### config.mk
export PLATFORM = sky130hd
export DESIGN_NAME = regfile_wb
export DESIGN_NICKNAME = d
export VERILOG_FILES = /design/src/rtl/rv_pkg.sv /design/src/rtl/rf_scoreboard.sv /design/src/rtl/regfile_wb.sv
export SDC_FILE = /design/constraint.sdc
export NUM_CORES = 2
export LEC_CHECK = 0
export CAP_MARGIN = 10
export CORE_MARGIN = 2
export CORE_UTILIZATION = 31
export CTS_CLUSTER_SIZE = 8
export DETAILED_ROUTE_END_ITERATION = 16
export PLACE_DENSITY_LB_ADDON = 0.05
export SLEW_MARGIN = 20
export SYNTH_ARGS = -nofsm -noshare
export SYNTH_HDL_FRONTEND = slang
export SYNTH_SLANG_ARGS = --single-unit
### constraint.sdc
create_clock -name clk -period 9.6 [get_ports clk]
set_clock_uncertainty 0.1 [all_clocks]
set_input_delay 1.92 -clock clk [delete_from_list [all_inputs] [get_ports clk]]
set_output_delay 1.92 -clock clk [all_outputs]
set_load 0.01 [all_outputs]
### src/rtl/rv_pkg.sv
// Shared constants and types for the reduced RISC-V integer datapath.
//   D_WIDTH    : data width of each architectural register
//   NREGS      : number of architectural registers (x0 hardwired to zero)
//   A_WIDTH    : register address width, clog2(NREGS)
//   reg_addr_t : register index type
//   word_t     : register data type
//   ZERO_REG   : index of the hardwired-zero register
package rv_pkg;

  localparam int unsigned D_WIDTH = 32;
  localparam int unsigned NREGS   = 32;
  localparam int unsigned A_WIDTH = 5;

  typedef logic [A_WIDTH-1:0] reg_addr_t;
  typedef logic [D_WIDTH-1:0] word_t;

  localparam reg_addr_t ZERO_REG = '0;

endpackage

### src/rtl/rf_scoreboard.sv
// Per-register pending-write scoreboard.
//   clk, rst_n                 : core clock, async active-low reset
//   rs1_addr, rs2_addr         : source registers of the presented instruction
//   wb_valid, wb_addr          : writeback strobe/destination (clears pending)
//   issue_valid, issue_rd      : presented instruction and its destination
//   issue_rd_used/rs1/rs2_used : operand usage qualifiers
//   stall                      : presented instruction must be held
//   pending_cnt                : registered count of pending registers
module rf_scoreboard #(
  parameter int unsigned NREGS   = rv_pkg::NREGS,
  parameter int unsigned A_WIDTH = rv_pkg::A_WIDTH
) (
  input  logic               clk,
  input  logic               rst_n,
  input  logic [A_WIDTH-1:0] rs1_addr,
  input  logic [A_WIDTH-1:0] rs2_addr,
  input  logic               wb_valid,
  input  logic [A_WIDTH-1:0] wb_addr,
  input  logic               issue_valid,
  input  logic [A_WIDTH-1:0] issue_rd,
  input  logic               issue_rd_used,
  input  logic               issue_rs1_used,
  input  logic               issue_rs2_used,
  output logic               stall,
  output logic [A_WIDTH:0]   pending_cnt
);

  import rv_pkg::*;

  logic [NREGS-1:0] pending_q, pending_d;
  logic [A_WIDTH:0] cnt_q, cnt_d;
  logic             raw1, raw2, waw, accept;

  // A writeback landing this cycle resolves the hazard on its register.
  always_comb begin
    raw1   = issue_rs1_used && pending_q[rs1_addr] && !(wb_valid && (wb_addr == rs1_addr));
    raw2   = issue_rs2_used && pending_q[rs2_addr] && !(wb_valid && (wb_addr == rs2_addr));
    waw    = issue_rd_used  && pending_q[issue_rd] && !(wb_valid && (wb_addr == issue_rd));
    stall  = issue_valid && (raw1 || raw2 || waw);
    accept = issue_valid && !stall;
  end

  // Clear first, then set, so a newly issued write to the same register wins.
  always_comb begin
    pending_d = pending_q;
    if (wb_valid)
      pending_d[wb_addr] = 1'b0;
    if (accept && issue_rd_used && (issue_rd != A_WIDTH'(ZERO_REG)))
      pending_d[issue_rd] = 1'b1;
    pending_d[0] = 1'b0;
  end

  always_comb begin
    cnt_d = '0;
    for (int unsigned i = 0; i < NREGS; i++)
      cnt_d = cnt_d + {{A_WIDTH{1'b0}}, pending_d[i]};
  end

  always_ff @(posedge clk or negedge rst_n) begin
    if (!rst_n) begin
      pending_q <= '0;
      cnt_q     <= '0;
    end else begin
      pending_q <= pending_d;
      cnt_q     <= cnt_d;
    end
  end

  assign pending_cnt = cnt_q;

endmodule

### src/rtl/regfile_wb.sv
// Integer register file with writeback endpoint and hazard scoreboard.
//   clk, rst_n          : core clock, async active-low reset
//   rs1_addr/rs1_data   : read port 1 (to ALU aluop1), combinational
//   rs2_addr/rs2_data   : read port 2 (to ALU regop2), combinational
//   wb_valid/addr/data  : writeback port (ALU or multicycle results)
//   issue_*             : presented instruction for hazard checking
//   stall               : presented instruction is held
//   pending_cnt         : number of registers with writes outstanding
module regfile_wb #(
  parameter int unsigned D_WIDTH = rv_pkg::D_WIDTH,
  parameter int unsigned NREGS   = rv_pkg::NREGS,
  parameter int unsigned A_WIDTH = rv_pkg::A_WIDTH
) (
  input  logic               clk,
  input  logic               rst_n,
  input  logic [A_WIDTH-1:0] rs1_addr,
  input  logic [A_WIDTH-1:0] rs2_addr,
  output logic [D_WIDTH-1:0] rs1_data,
  output logic [D_WIDTH-1:0] rs2_data,
  input  logic               wb_valid,
  input  logic [A_WIDTH-1:0] wb_addr,
  input  logic [D_WIDTH-1:0] wb_data,
  input  logic               issue_valid,
  input  logic [A_WIDTH-1:0] issue_rd,
  input  logic               issue_rd_used,
  input  logic               issue_rs1_used,
  input  logic               issue_rs2_used,
  output logic               stall,
  output logic [A_WIDTH:0]   pending_cnt
);

  import rv_pkg::*;

  logic [D_WIDTH-1:0] regs_q [NREGS];

  always_ff @(posedge clk or negedge rst_n) begin
    if (!rst_n) begin
      for (int unsigned i = 0; i < NREGS; i++)
        regs_q[i] <= '0;
    end else if (wb_valid && (wb_addr != A_WIDTH'(ZERO_REG))) begin
      regs_q[wb_addr] <= wb_data;
    end
  end

  // Bypass is gated by rst_n so reads stay zero for the whole reset window.
  always_comb begin
    rs1_data = '0;
    rs2_data = '0;
    if (rst_n && (rs1_addr != A_WIDTH'(ZERO_REG)))
      rs1_data = (wb_valid && (wb_addr == rs1_addr)) ? wb_data : regs_q[rs1_addr];
    if (rst_n && (rs2_addr != A_WIDTH'(ZERO_REG)))
      rs2_data = (wb_valid && (wb_addr == rs2_addr)) ? wb_data : regs_q[rs2_addr];
  end

  rf_scoreboard #(
    .NREGS   (NREGS),
    .A_WIDTH (A_WIDTH)
  ) u_sb (
    .clk            (clk),
    .rst_n          (rst_n),
    .rs1_addr       (rs1_addr),
    .rs2_addr       (rs2_addr),
    .wb_valid       (wb_valid),
    .wb_addr        (wb_addr),
    .issue_valid    (issue_valid),
    .issue_rd       (issue_rd),
    .issue_rd_used  (issue_rd_used),
    .issue_rs1_used (issue_rs1_used),
    .issue_rs2_used (issue_rs2_used),
    .stall          (stall),
    .pending_cnt    (pending_cnt)
  );

endmodule

* Yosys cells after proc, flatten, opt, wreduce, memory -nomap -nowiden
Index checks and enable logic that the tools add are counted.
** Cells by class
- Add/sub/neg operators :: 30
- Magnitude comparators :: 10
- Equal/unequal tests :: 3
- Muxes and demuxes :: 25
- Bitwise operators :: 6
- Reductions and logical operators :: 29
** Operator list (number)
- $bwmux 1024 :: 1
- $mux 32 :: 11
- $bmux 32 s5 :: 2
- $add 6x1->6 :: 29
- $demux 32 s5 :: 1
- $and 32x32->32 :: 1
- $not 32->32 :: 1
- $or 32x32->32 :: 1
- $lt 5x6->1 const B :: 4
- $reduce_bool 5->1 :: 4
- $logic_and 1x1->1 :: 19
- $ge 6x6->1 const B :: 3
- $not 5->6 :: 3
- $bmux 1 s5 :: 3
- $eq 5x5->1 :: 3
- $demux 1 s5 :: 2
- $ge 5x1->1 const B :: 2
- $lt 6x1->1 const B :: 1
- $mux 1 :: 5
- $logic_not 1->1 :: 4
- $add 1x1->2 :: 1
- $logic_or 1x1->1 :: 2
** Word-level totals
- Flip-flop bits (word level) :: 1061
- Bits of input ports :: 59
- Output and inout bits :: 71

* Longest topological paths before layout
- Depth in word-level cells :: 42
- Depth in mapped cells :: 26
- Gate-level depth less buffers :: 23

* Cells and area by module
From an unflattened synthesis, not the netlist that was laid out.
** Second synthesis, totals
- Cells, all modules :: 4077
- Area, all modules :: 58249.6 um^2
** Modules (own cells, without submodules)
- regfile_wb :: times used 1, cells each 3733, area an instance 54718.7 um^2
- rf_scoreboard :: times used 1, cells each 344, area an instance 3530.9 um^2

* Worst setup path after synthesis
No wires, ideal clock.
- Path kind :: in2reg
- Start :: in issue_rd[1]
- End :: reg u_sb.cnt_q[4], in the netlist u_sb.pending_cnt[4]
- Library setup time :: 0.080 ns
- Arrival :: 8.008 ns
- Data required time :: 9.420 ns
- Path slack :: 1.413 ns
- Stages :: 23
- Buffers on the path :: 3
- Cells stage by stage :: buf_2 -> buf_2 -> mux4_2 -> a22oi_1 -> o21ai_1 -> o311ai_2 -> o221ai_2 -> clkbuf_1 -> o21ai_0 -> ha_1 -> inv_1 -> fa_1 -> fa_1 -> inv_1 -> fa_1 -> fa_1 -> fa_1 -> fa_1 -> ha_1 -> fa_1 -> a21o_1 -> a21oi_1 -> xnor2_1
** On the way
- Word-level cells in the longest chain between the ends :: 41
- Elaborated cells between the ends (all ways) :: 51
- Classes of those cells :: add/sub (30); order compare (2); eq/ne (1); mux (5); bitwise (1); reduce/logical (12)
** Ends and longest elaborated chain
- start, declared :: line regfile_wb.sv:24 : input logic [A_WIDTH-1:0] issue_rd,
- $bmux 1 s5 / $eq 5x5->1 (equally long branches) :: line rf_scoreboard.sv:38 : waw = issue_rd_used && pending_q[issue_rd] && !(wb_valid && (wb_addr == issue_rd));
- $mux 1 (implied by the code) / $logic_and 1x1->1 (equally long branches) :: line rf_scoreboard.sv:38
- $logic_and 1x1->1 / $logic_not 1->1 (equally long branches) :: line rf_scoreboard.sv:38
- $logic_and 1x1->1 :: line rf_scoreboard.sv:38
- $logic_or 1x1->1 :: line rf_scoreboard.sv:39 : stall = issue_valid && (raw1 || raw2 || waw);
- $logic_and 1x1->1 :: line rf_scoreboard.sv:39
- $logic_not 1->1 :: line rf_scoreboard.sv:40 : accept = issue_valid && !stall;
- $logic_and 1x1->1 :: line rf_scoreboard.sv:40
- $logic_and 1x1->1 (2 in series) :: line rf_scoreboard.sv:48 : if (accept && issue_rd_used && (issue_rd != A_WIDTH'(ZERO_REG)))
- $mux 32 * :: line rf_scoreboard.sv:48
- via u_sb.pending_d[1] :: line rf_scoreboard.sv:30 : logic [NREGS-1:0] pending_q, pending_d;
- $add 1x1->2 * :: line rf_scoreboard.sv:56 : cnt_d = cnt_d + {{A_WIDTH{1'b0}}, pending_d[i]};
- $add 6x1->6 * (29 in series) :: line rf_scoreboard.sv:56
- via u_sb.cnt_d[4] :: line rf_scoreboard.sv:31 : logic [A_WIDTH:0] cnt_q, cnt_d;
- end signal, assigned :: line rf_scoreboard.sv:65 : cnt_q <= cnt_d;
- end, declared :: line rf_scoreboard.sv:31
The timed path passes the listed nets; every way through them passes the cells marked *. The select of a mux whose other input is x is not followed.
A chain may end at the register's enable or synchronous reset.

* Worst setup path after layout
- Start :: in issue_rd[1]
- End :: reg u_sb.cnt_q[4], in the netlist u_sb.pending_cnt[4]
** On the way
- Word-level cells in the longest chain between the ends :: 41
- Elaborated cells between the ends (all ways) :: 51
- Classes of those cells :: add/sub (30); order compare (2); eq/ne (1); mux (5); bitwise (1); reduce/logical (12)
** Ends and longest elaborated chain (line)
- $bmux 1 s5 / $eq 5x5->1 (equally long branches) :: rf_scoreboard.sv:38
- $mux 1 (implied by the code) / $logic_and 1x1->1 (equally long branches) :: rf_scoreboard.sv:38
- $logic_and 1x1->1 / $logic_not 1->1 (equally long branches) :: rf_scoreboard.sv:38
- $logic_and 1x1->1 :: rf_scoreboard.sv:38
- $logic_or 1x1->1 :: rf_scoreboard.sv:39
- $logic_and 1x1->1 :: rf_scoreboard.sv:39
- $logic_not 1->1 :: rf_scoreboard.sv:40
- $logic_and 1x1->1 :: rf_scoreboard.sv:40
- $logic_and 1x1->1 (2 in series) :: rf_scoreboard.sv:48
- $mux 32 * :: rf_scoreboard.sv:48
- $add 1x1->2 :: rf_scoreboard.sv:56
- $add 6x1->6 (28 in series) :: rf_scoreboard.sv:56
- $add 6x1->6 * :: rf_scoreboard.sv:56
- via u_sb.cnt_d[4] :: rf_scoreboard.sv:31
Marks and branches as above.

==> out/metrics.cfg <==
[hold_path]
hold_class = reg2reg

[logic_synthesis]
synthTopCellsByCount = dfrtp_1, mux2_2, mux4_2
synth-main-ff-cell = dfrtp_1
async_flop_share_pct = 100
synthCells = 4094
yosysTopAreaCell = dfrtp_1
synthTopCellsByArea = dfrtp_1, mux2_2, mux4_2, mux2i_1, clkbuf_1
ys_ff_latch = 1061
syn-cell-area_mm2 = 0.0588
synth_warnings = 0
avgSynthCellArea_um2 = 14.4
post-synth-top-count-cell = dfrtp_1
synth_fp_nets = 4185
netlist-cell-type-count = 59
synth_top_cell_area_share_pct = 45.2
synth_seq_area_share_pct = 45.2
synth_edf_count = 0

[sta]
period_needed_ns = 8.51
final.setup.tns_ns = 0
rsz0062_at_grt = no
setup_ws_ns = 1.09
hold_slack_ns = 0.291
period_share_pct = 88.7
tightest_slew_ns = 1.14
slew_viol_final = 0
fmax_ghz = 0.117
setup_viol_count_final = 0
final_hold_viol_count = 0
relSlewSlack_pct = 24.3

[clock_tree]
numCtsBuffers = 153
root_buffer = clkbuf_16
h-tree-depth = 4
postCtsHoldBufs = 0
postCtsResizedCells = 0
clock_path_buffers = 3
path_clk_slew_ns = 0.05
cts_tree = built
cts.sinks = 1061
insertion_delay_ns = 0.80
cts_setup_buffers = 0

[finish]
register_area_mm2 = 0.0266
syn_to_final_growth_pct = 13.6
layout-drive-gt1-share_pct = 46.3
utilization_pct = 35.5
multi_input_area_mm2 = 0.0301
final_area_mm2 = 0.0668
n_fill_cell = 18100
layout.nets = 4176
instances_no_fill = 6618

[worst_setup_path]
crit_path_start_kind = input pin
max_stage_delay_ns = 0.84
cpMostUsedCell = fa_1
cp.required_ns = 10.21
cp_slowest_cell = clkdlybuf4s50_1
crit_chain = clkdlybuf4s50_1, buf_4, mux4_2, a22oi_1, o21ai_1, o311ai_2, o221ai_4, buf_4, o22a_1, fa_1, fa_1, inv_1, fa_1, fa_1, fa_1, fa_1, ha_1, fa_1, a21o_1, a21oi_1, xnor2_1
worst-path-max-fanout = 38
worstSetupPathType = in2reg
critPathCaptureType = register
arrival_ns = 9.12
r2r_setup_slack_ns = 2.62

[pwr]
powerDensity_mw_per_mm2 = 217
peakVddDrop_mv = 0.167
total_power_mw = 14.5
power_leakage_nw = 28.3

[global_routing]
grt_first_pass_wirelength_um = 320000
grt_pass1_vias = 40000
grt_overflow = 0
grt_max_degree = 159
antenna_found_initial = 9
grt_use_total_pct = 23.4

[drt]
drc = 0
wire_per_inst_um = 34.0
vias = 37700
via_per_inst = 5.70
ant_nets = 0
drt_wl_total_um = 225000
firstDrtPassIters = 6
dr.first_iter.drc_count = 2591

[outcome]
status = finished, final reports clean

[floorplan]
num_rows = 159
die_height_um = 439
dieArea_mm2 = 0.193
chipWidth_um = 439
num_io_pins = 130
initial_core_util_pct = 31.3
core_mm2 = 0.188

[place]
place_inst = 6425
placed_area_mm2 = 0.0626
dp_slack_ns = 0.331
dp_hpwl_um = 127000
gp_congestion = 0.862
port_buffers = 129

[job]
max-cap-violations = 0

## flip-flops by register name, indices dropped and copies added (netlist names)
name	count
regs_q	1024
u_sb.pending_q	31
u_sb.pending_cnt	6
## cells by family (layout without fill, tap and decap cells)
kind of cell	after synthesis	after routing	share of synthesized area [%]
muxes	1759	1759	42.1
DFF	1061	1061	45.2
buffers and inverters	503	526	4.09
AOI/OAI and AO/OA	366	366	4.64
and+or+nand+nor	355	355	2.78
adders and majority gates	32	32	0.975
xor gates and xnor gates	18	18	0.268
other	0	6	0
## routing by layer
layer | track usage, % | wire, µm | up-vias
met1 | 31.2 | 99200 | 20900
met3 | 3.31 | 8470 | 322
met5 | 0 | 0 | -
met4 | 7.29 | 6890 | 0
li1 | - | - | 15700
met2 | 39.1 | 110000 | 812
## final timing paths
| check | cells past startpoint | from | to |
|---|---|---|---|
| worst min register to register | 0 | regs_q[996]$_DFFE_PN0P_ | regs_q[996]$_DFFE_PN0P_ |
| worst max register to register | 19 | u_sb.pending_q[12]$_DFF_PN0_ | u_sb.pending_cnt[4]$_DFF_PN0_ |
| worst max-delay path | 21 | issue_rd[1] | u_sb.pending_cnt[4]$_DFF_PN0_ |
| worst min-delay path | 0 | regs_q[996]$_DFFE_PN0P_ | regs_q[996]$_DFFE_PN0P_ |
| max in group asynchronous | 4 | rst_n | regs_q[14]$_DFFE_PN0P_ |
| min in group asynchronous | 1 | rst_n | regs_q[545]$_DFFE_PN0P_ |
## final cells by class
class                   count  area share, %
multi-input cells        2530           45.1
flip-flops and latches   1061           39.8
clock buffers             175           6.03
well taps                2495           4.68
repair buffers            295           3.98
inverters                  44          0.249
clock inverters            12          0.152
diodes                      6         0.0225
## cells in the final DEF (no fill, tap or decap), drive strengths merged, types with 50 or more instances in the layout
cell and instances:
inv 51, mux2i 250, nand2 137, a22oi 50, dfrtp 1061, buf 177
mux4 463, nor2 56, clkbuf 176, nor3 64, clkdlybuf4s50 117, a221oi 98
mux2 1046
## worst max-delay path: cells and delay by family
kind                       cells  cell delay [ns]
muxes                          1             0.29
xor gates and xnor gates       1             0.13
AOI/OAI and AO/OA              7             1.54
adders and majority gates      8             3.76
buffers and inverters          4             1.43
## power by group
part | total [mW] | internal (mW) | switching (mW)
registers | 5.97 | 5.35 | 0.617
logic | 3.53 | 1.98 | 1.55
clock network | 4.99 | 2.91 | 2.08
(Power assumes the default switching activity.)
